**src/rtl/bg7_render_if.sv**
```systemverilog
// VRAM read port of the mode-7 background renderer. The renderer registers
// each word address; the memory returns the byte for it one clock later.
interface bg7_render_if;
    logic [14:0] vram_l_addr;
    logic [14:0] vram_h_addr;
    logic [7:0]  vram_rdata_l;
    logic [7:0]  vram_rdata_h;

    modport master (
        output vram_l_addr,
        output vram_h_addr,
        input  vram_rdata_l,
        input  vram_rdata_h
    );

    modport slave (
        input  vram_l_addr,
        input  vram_h_addr,
        output vram_rdata_l,
        output vram_rdata_h
    );
endinterface

```
**src/rtl/bg7_render.sv**
```systemverilog
// Mode-7 background renderer: one affine-transformed pixel per 8-clock dot,
// with screen-over handling, EXTBG priority split and mosaic.
module bg7_render #(
    parameter int FRAC_W    = 8,
    parameter int COORD_W   = 13,
    parameter int MAT_W     = 16,
    parameter int MOSAIC_EN = 1
) (
    input  logic                      clk,
    input  logic                      reset,
    input  logic                      dot_en,
    input  logic [2:0]                dot_ctr,
    input  logic                      frame_start,
    input  logic                      line_start,
    input  logic                      active,
    input  logic [7:0]                x,
    input  logic [7:0]                y,
    input  logic [7:0]                m7sel,
    input  logic signed [MAT_W-1:0]   m7_a,
    input  logic signed [MAT_W-1:0]   m7_b,
    input  logic signed [MAT_W-1:0]   m7_c,
    input  logic signed [MAT_W-1:0]   m7_d,
    input  logic signed [COORD_W-1:0] m7_xofs,
    input  logic signed [COORD_W-1:0] m7_yofs,
    input  logic signed [COORD_W-1:0] m7_xorig,
    input  logic signed [COORD_W-1:0] m7_yorig,
    input  logic [3:0]                mosaic_size,
    bg7_render_if.master              vram,
    output logic [7:0]                pix_color,
    output logic                      pix_prio,
    output logic                      pix_valid
);
    localparam int CW = COORD_W + 1;
    localparam int PW = MAT_W + CW;
    localparam int SW = PW + 2;
    localparam int TW = SW - FRAC_W;

    logic [3:0]           msize;
    logic [3:0]           row_ctr, row_nxt, col_ctr;
    logic [7:0]           my_q, my_eff, xs, ys;
    logic signed [CW-1:0] dx, dy;
    logic signed [MAT_W-1:0] k0, k1;
    logic signed [PW-1:0] prod0, prod1, pa, pb, pc, pd;
    logic signed [SW-1:0] vx, vy;
    logic signed [TW-1:0] tx, ty;
    logic                 oor, started, dot_full;
    logic [1:0]           mode;
    logic [7:0]           tile, color;
    logic                 unused_bits;

    assign msize = (MOSAIC_EN != 0) ? mosaic_size : 4'd0;
    assign mode  = m7sel[3:2];

    // While the row counter is 0 the live row is used; other rows of a mosaic
    // block reuse the row captured when the block began.
    assign my_eff = (row_ctr == 4'd0) ? y : my_q;
    assign xs     = m7sel[0] ? ~x : x;
    assign ys     = m7sel[1] ? ~my_eff : my_eff;

    // Screen coordinates are unsigned; offsets and origin are sign-extended.
    assign dx = {{(CW-8){1'b0}}, xs} + {m7_xofs[COORD_W-1], m7_xofs}
              - {m7_xorig[COORD_W-1], m7_xorig};
    assign dy = {{(CW-8){1'b0}}, ys} + {m7_yofs[COORD_W-1], m7_yofs}
              - {m7_yorig[COORD_W-1], m7_yorig};

    // Two multipliers, time-shared between the X row (phase 0) and Y row (phase 1).
    assign k0    = (dot_ctr == 3'd0) ? m7_a : m7_c;
    assign k1    = (dot_ctr == 3'd0) ? m7_b : m7_d;
    assign prod0 = PW'(k0) * PW'(dx);
    assign prod1 = PW'(k1) * PW'(dy);

    assign tx  = vx[SW-1:FRAC_W];
    assign ty  = vy[SW-1:FRAC_W];
    assign oor = (tx[TW-1:10] != '0) || (ty[TW-1:10] != '0);

    assign dot_full = dot_en && started;

    always_comb begin
        row_nxt = row_ctr;
        if (frame_start)
            row_nxt = 4'd0;
        else if (line_start)
            row_nxt = (row_ctr >= msize) ? 4'd0 : row_ctr + 4'd1;
    end

    always_ff @(posedge clk) begin
        if (!reset) begin
            pa               <= '0;
            pb               <= '0;
            pc               <= '0;
            pd               <= '0;
            vx               <= '0;
            vy               <= '0;
            tile             <= '0;
            color            <= '0;
            vram.vram_l_addr <= '0;
            vram.vram_h_addr <= '0;
            started          <= 1'b0;
            row_ctr          <= '0;
            col_ctr          <= '0;
            my_q             <= '0;
            pix_color        <= '0;
            pix_prio         <= 1'b0;
            pix_valid        <= 1'b0;
        end else begin
            case (dot_ctr)
                3'd0: begin
                    pa <= prod0;
                    pb <= prod1;
                end
                3'd1: begin
                    pc <= prod0;
                    pd <= prod1;
                end
                3'd2: begin
                    vx <= SW'(pa) + SW'(pb) + (SW'(m7_xorig) <<< FRAC_W);
                    vy <= SW'(pc) + SW'(pd) + (SW'(m7_yorig) <<< FRAC_W);
                end
                3'd3: vram.vram_l_addr <= {ty[9:3], tx[9:3]};
                3'd4: tile <= (oor && mode == 2'b11) ? 8'd0 : vram.vram_rdata_l;
                3'd5: vram.vram_h_addr <= {1'b0, tile, ty[2:0], tx[2:0]};
                3'd6: color <= (oor && mode == 2'b10) ? 8'd0 : vram.vram_rdata_h;
                default: ;
            endcase

            // A dot only counts once its phase 0 has been seen since reset.
            if (dot_ctr == 3'd0)
                started <= 1'b1;

            row_ctr <= row_nxt;
            if ((frame_start || line_start) && row_nxt == 4'd0)
                my_q <= y;

            if (line_start)
                col_ctr <= '0;
            else if (dot_full)
                col_ctr <= (col_ctr >= msize) ? 4'd0 : col_ctr + 4'd1;

            if (dot_full && col_ctr == 4'd0) begin
                if (!active) begin
                    pix_color <= '0;
                    pix_prio  <= 1'b0;
                    pix_valid <= 1'b0;
                end else begin
                    pix_valid <= 1'b1;
                    if (m7sel[4]) begin
                        pix_color <= {1'b0, color[6:0]};
                        pix_prio  <= color[7];
                    end else begin
                        pix_color <= color;
                        pix_prio  <= 1'b0;
                    end
                end
            end
        end
    end

    assign unused_bits = ^{m7sel[7:5], vx[FRAC_W-1:0], vy[FRAC_W-1:0]};
endmodule
```
**src/flat_wrapper.sv**
```systemverilog
// flat-port wrapper written by rule: the top's interface ports become plain ports
module bg7_render_flat 
#(
    parameter int FRAC_W    = 8,
    parameter int COORD_W   = 13,
    parameter int MAT_W     = 16,
    parameter int MOSAIC_EN = 1
)
  (clk, reset, dot_en, dot_ctr, frame_start, line_start, active, x, y, m7sel, m7_a, m7_b, m7_c, m7_d, m7_xofs, m7_yofs, m7_xorig, m7_yorig, mosaic_size, pix_color, pix_prio, pix_valid, vram_vram_l_addr, vram_vram_h_addr, vram_vram_rdata_l, vram_vram_rdata_h);
  bg7_render_if vram_i ();
  input  logic clk;
  input  logic reset;
  input  logic dot_en;
  input  logic [2:0] dot_ctr;
  input  logic frame_start;
  input  logic line_start;
  input  logic active;
  input  logic [7:0] x;
  input  logic [7:0] y;
  input  logic [7:0] m7sel;
  input  logic signed [MAT_W-1:0] m7_a;
  input  logic signed [MAT_W-1:0] m7_b;
  input  logic signed [MAT_W-1:0] m7_c;
  input  logic signed [MAT_W-1:0] m7_d;
  input  logic signed [COORD_W-1:0] m7_xofs;
  input  logic signed [COORD_W-1:0] m7_yofs;
  input  logic signed [COORD_W-1:0] m7_xorig;
  input  logic signed [COORD_W-1:0] m7_yorig;
  input  logic [3:0] mosaic_size;
  output logic [7:0] pix_color;
  output logic pix_prio;
  output logic pix_valid;
  output wire logic [$bits(vram_i.vram_l_addr)-1:0] vram_vram_l_addr;
  output wire logic [$bits(vram_i.vram_h_addr)-1:0] vram_vram_h_addr;
  input wire logic [$bits(vram_i.vram_rdata_l)-1:0] vram_vram_rdata_l;
  input wire logic [$bits(vram_i.vram_rdata_h)-1:0] vram_vram_rdata_h;
  assign vram_vram_l_addr = vram_i.vram_l_addr;
  assign vram_vram_h_addr = vram_i.vram_h_addr;
  assign vram_i.vram_rdata_l = vram_vram_rdata_l;
  assign vram_i.vram_rdata_h = vram_vram_rdata_h;
  bg7_render #(.FRAC_W(FRAC_W), .COORD_W(COORD_W), .MAT_W(MAT_W), .MOSAIC_EN(MOSAIC_EN)) u_core (.clk(clk), .reset(reset), .dot_en(dot_en), .dot_ctr(dot_ctr), .frame_start(frame_start), .line_start(line_start), .active(active), .x(x), .y(y), .m7sel(m7sel), .m7_a(m7_a), .m7_b(m7_b), .m7_c(m7_c), .m7_d(m7_d), .m7_xofs(m7_xofs), .m7_yofs(m7_yofs), .m7_xorig(m7_xorig), .m7_yorig(m7_yorig), .mosaic_size(mosaic_size), .vram(vram_i), .pix_color(pix_color), .pix_prio(pix_prio), .pix_valid(pix_valid));
endmodule
```
**config.mk**
```make
export PLATFORM = sky130hd
export DESIGN_NAME = bg7_render_flat
export DESIGN_NICKNAME = d
export VERILOG_FILES = /design/src/rtl/bg7_render_if.sv /design/src/rtl/bg7_render.sv /design/src/flat_wrapper.sv
export SDC_FILE = /design/constraint.sdc
export NUM_CORES = 2
export LEC_CHECK = 0
export ABC_AREA = 1
export BUFFER_PORTS_ARGS = -buffer_cell sky130_fd_sc_hd__buf_2
export CAP_MARGIN = 20
export CORE_MARGIN = 2
export CORE_UTILIZATION = 55
export CTS_CLUSTER_DIAMETER = 40
export DETAILED_ROUTE_END_ITERATION = 10
export GPL_ROUTABILITY_DRIVEN = 1
export PLACE_DENSITY = 0.73
export SYNTH_ARGS = -nofsm -noshare
export SYNTH_HDL_FRONTEND = slang
export SYNTH_SLANG_ARGS = --single-unit
```
**constraint.sdc**
```tcl
create_clock -name clk -period 8.2 [get_ports clk]
set_input_delay 0.82 -clock clk [delete_from_list [all_inputs] [get_ports clk]]
set_output_delay 0.82 -clock clk [all_outputs]
set_load 0.01 [all_outputs]
```
==> impl_results.md <==
- Gr ovfl total: 0
- Cell row count: 92
- Final Max Tran Viols: 0
- Critical Path Fanout Max: 8
- Hold buffer count at cts: 0
- Antenna-violating nets left: 0
- Initial antenna violation count: 2
- TritonCTS clock tree: yes
- Hold WC Path Type: reg -> reg
- Final Core Density: 0.6428
- Synth area leaders: fa_1, dfxtp_1, nand2_1, inv_1, ha_1
- Clock slew seen by the registers of the worst setup and hold paths: 0.06 ns
- Final Hold Vio Count: 0
- Wire length of the first global-routing pass: 165800 µm
- Placed Cells: 6111
- Final setup viols: 0
- Post-route minimum period: 7.948 ns
- Max Clk Rate: 0.1258 GHz
- Final #Nets: 6243
- CP Launch Type: register
- Chip Height: 256.8 µm
- RSZ-0062 raised after global routing: true
- Initial Util: 0.5571
- Core area: 63080 µm²
- 1st-iter DRT viols: 2345
- Global placement routability congestion: 0.9687
- Synth unique cells: 46
- Htree depth: 2
- #FFs+latches synth: 239
- DP HPWL: 86320 µm
- Via count: 32420
- Slew headroom: 0.3723
- Commonest cells post-synth: nand2_1, inv_1, nor2_1
- Slowest stage delay, CP: 0.58 ns
- Register area share after synthesis: 0.1361
- Total track usage: 0.3156
- CP most frequent cell: fa_1
- CP endpoint kind: register
- CTS sink count: 239
- Tightest Pin Transition: 0.9405 ns
- Final Non-Filler Cells: 6183
- Synth async-reset ratio: 0
- Num ports: 209
- Clk_lat worst skew: 0.54 ns
- Top-count cell post-synth: nand2_1
- DR pass1 iterations: 6
- Vias in the first global route: 32090
- Max-cap viol count: 0
- Slowest-stage cell, CP: fa_1
- Worst endpoint required time: 8.63 ns
- Synth Instances: 4957
- Mapped Avg Cell Area: 7.090 µm²
- CTS buffer count: 34
- DRC viols: 0
- Die footprint: 65940 µm²
- Post-synth top area share: 0.2837
- Crit path arrival time: 8.38 ns
- Final worst-path cycle share: 0.9692
- Top Family by Delay on Critical Path: adder cells
- Status: finished clean
- Largest net degree at the start of global routing: 74
- Synthesized cell area: 35140 µm²
- Clock Skew: 0.02648 ns
- Share of cells above drive strength 1: 0.1345
- Critical path buffers and inverters: 10
- Fill cell count: 5639
- WL final: 103500 µm
- WS Path Type: reg -> reg
- Vias per cell: 5.244
- Die Width: 256.8 µm
- Synth area leader: fa_1
- Main flop type after synthesis: dfxtp_1
- PortBufs: 203
- Post-synth EDFFs: 0
- Root buffer cell: clkbuf_16
- Synth warn: 0
- Clk buf depth: 3
- Area Overhead vs Synth: 15.38%
- Antenna cells: 0
- DR WL/cell: 16.74 µm
## state kept, by name (all words and copies together) (netlist names)
signal,cells
u_core.vx,24
u_core.color,8
u_core.pix_prio,1
u_core.vram.vram_h_addr,14
u_core.pix_color,8
u_core.started,1
u_core.vram.vram_l_addr,14
u_core.pa,30
u_core.pb,30
u_core.col_ctr,4
u_core.row_ctr,4
u_core.pc,30
u_core.vy,24
u_core.pd,30
u_core.my_q,8
u_core.tile,8
u_core.pix_valid,1
## metal layers
| layer | routed length (µm) | vias up | GRT usage |
|---|---|---|---|
| met5 | 25 | - | 0 |
| met4 | 4123 | 4 | 0.1097 |
| met3 | 7074 | 224 | 0.03865 |
| met2 | 49030 | 1158 | 0.5407 |
| met1 | 43230 | 15290 | 0.4126 |
| li1 | - | 15750 | - |
## worst register-to-register path, delay by kind of cell, from the launching register on
kind | cells | cell delay, ns
fa+ha+maj | 10 | 4.32
simple gates | 16 | 1.83
buf+inv | 10 | 0.91
flops | 1 | 0.36
compound gates | 2 | 0.28
xor+xnor | 1 | 0.12
## through the flow
| step | setup slack (ns) | hold WS (ns) | TNS (ns) | instance area (µm²) |
|---|---|---|---|---|
| after CTS | 0.00005151 | 0.4441 | 0 | 39820 |
| after floorplan | 0.5170 | 0.4297 | 0 | 35150 |
| after global routing | -0.09590 | 0.4594 | -1.554 | 40550 |
| after detailed placement | -0.1452 | 0.4345 | -3.168 | 38550 |
| final | 0.2522 | 0.4423 | 0 | 40550 |
| after global placement | -0.02266 | 0.4289 | -0.05052 | 38550 |
## final timing paths
path / startpoint / to / slack (ns) / depth (start not counted)
setup reg to reg: u_core.row_ctr[0] / u_core.pb[26] / 0.25 / 39
hold / removal: u_core.vram.vram_h_addr[9] / u_core.vram.vram_h_addr[9] / 0.44 / 2
hold reg to reg: u_core.vram.vram_h_addr[9] / u_core.vram.vram_h_addr[9] / 0.44 / 2
setup / recovery: u_core.row_ctr[0] / u_core.pb[26] / 0.25 / 39
## cells in the final DEF, fill, tap and decap left out, drive strengths merged, types with 2 or more instances in the layout
cell	count
o21ai	188
nor4	2
nand4	50
xor2	31
clkbuf	43
nor2	554
o21a	39
and2	7
o211ai	20
or2	42
nand3b	10
bufinv	5
a21oi	208
buf	435
fa	498
clkinvlp	2
nor3b	2
a21o	12
clkinv	10
conb	2
and3	4
dfxtp	239
nor3	36
xnor2	25
nand2	1138
a31oi	3
o21bai	36
o31ai	2
nand3	304
inv	1122
ha	264
## final cells by class
class,count,area [µm²],share of cell area
clock buffer,42,940.9,0.02320
clock inverter,19,325.3,0.008022
inverter,1120,4210,0.1038
multi-input combinational,3481,26240,0.6471
sequential,239,4790,0.1181
tap,846,1059,0.02610
timing repair buffer,436,2984,0.07359
## cell families (layout without fill, tap and decap cells)
| family | after synthesis | after routing | synth area share |
|---|---|---|---|
| fa+ha+maj | 762 | 762 | 0.3777 |
| simple gates | 2150 | 2150 | 0.2518 |
| xor+xnor | 56 | 56 | 0.01417 |
| compound gates | 511 | 511 | 0.08495 |
| other cells | 1 | 2 | 0.0001067 |
| buf+inv | 1238 | 1617 | 0.1352 |
| flops | 239 | 239 | 0.1361 |
## repair_timing
item | 4_1_cts | 5_1_grt
setup buffers | 0 | 10
pin swaps | 0 | 45
endpoints found under the hold margin | 0 | 0
gates cloned | 0 | 1
setup endpoints to repair | 35 | 40
resized for setup | 3 | 153
Power is left out: the tool's default activity adds up to more than one toggle a clock period on the data nets, which glitch-free logic cannot reach.
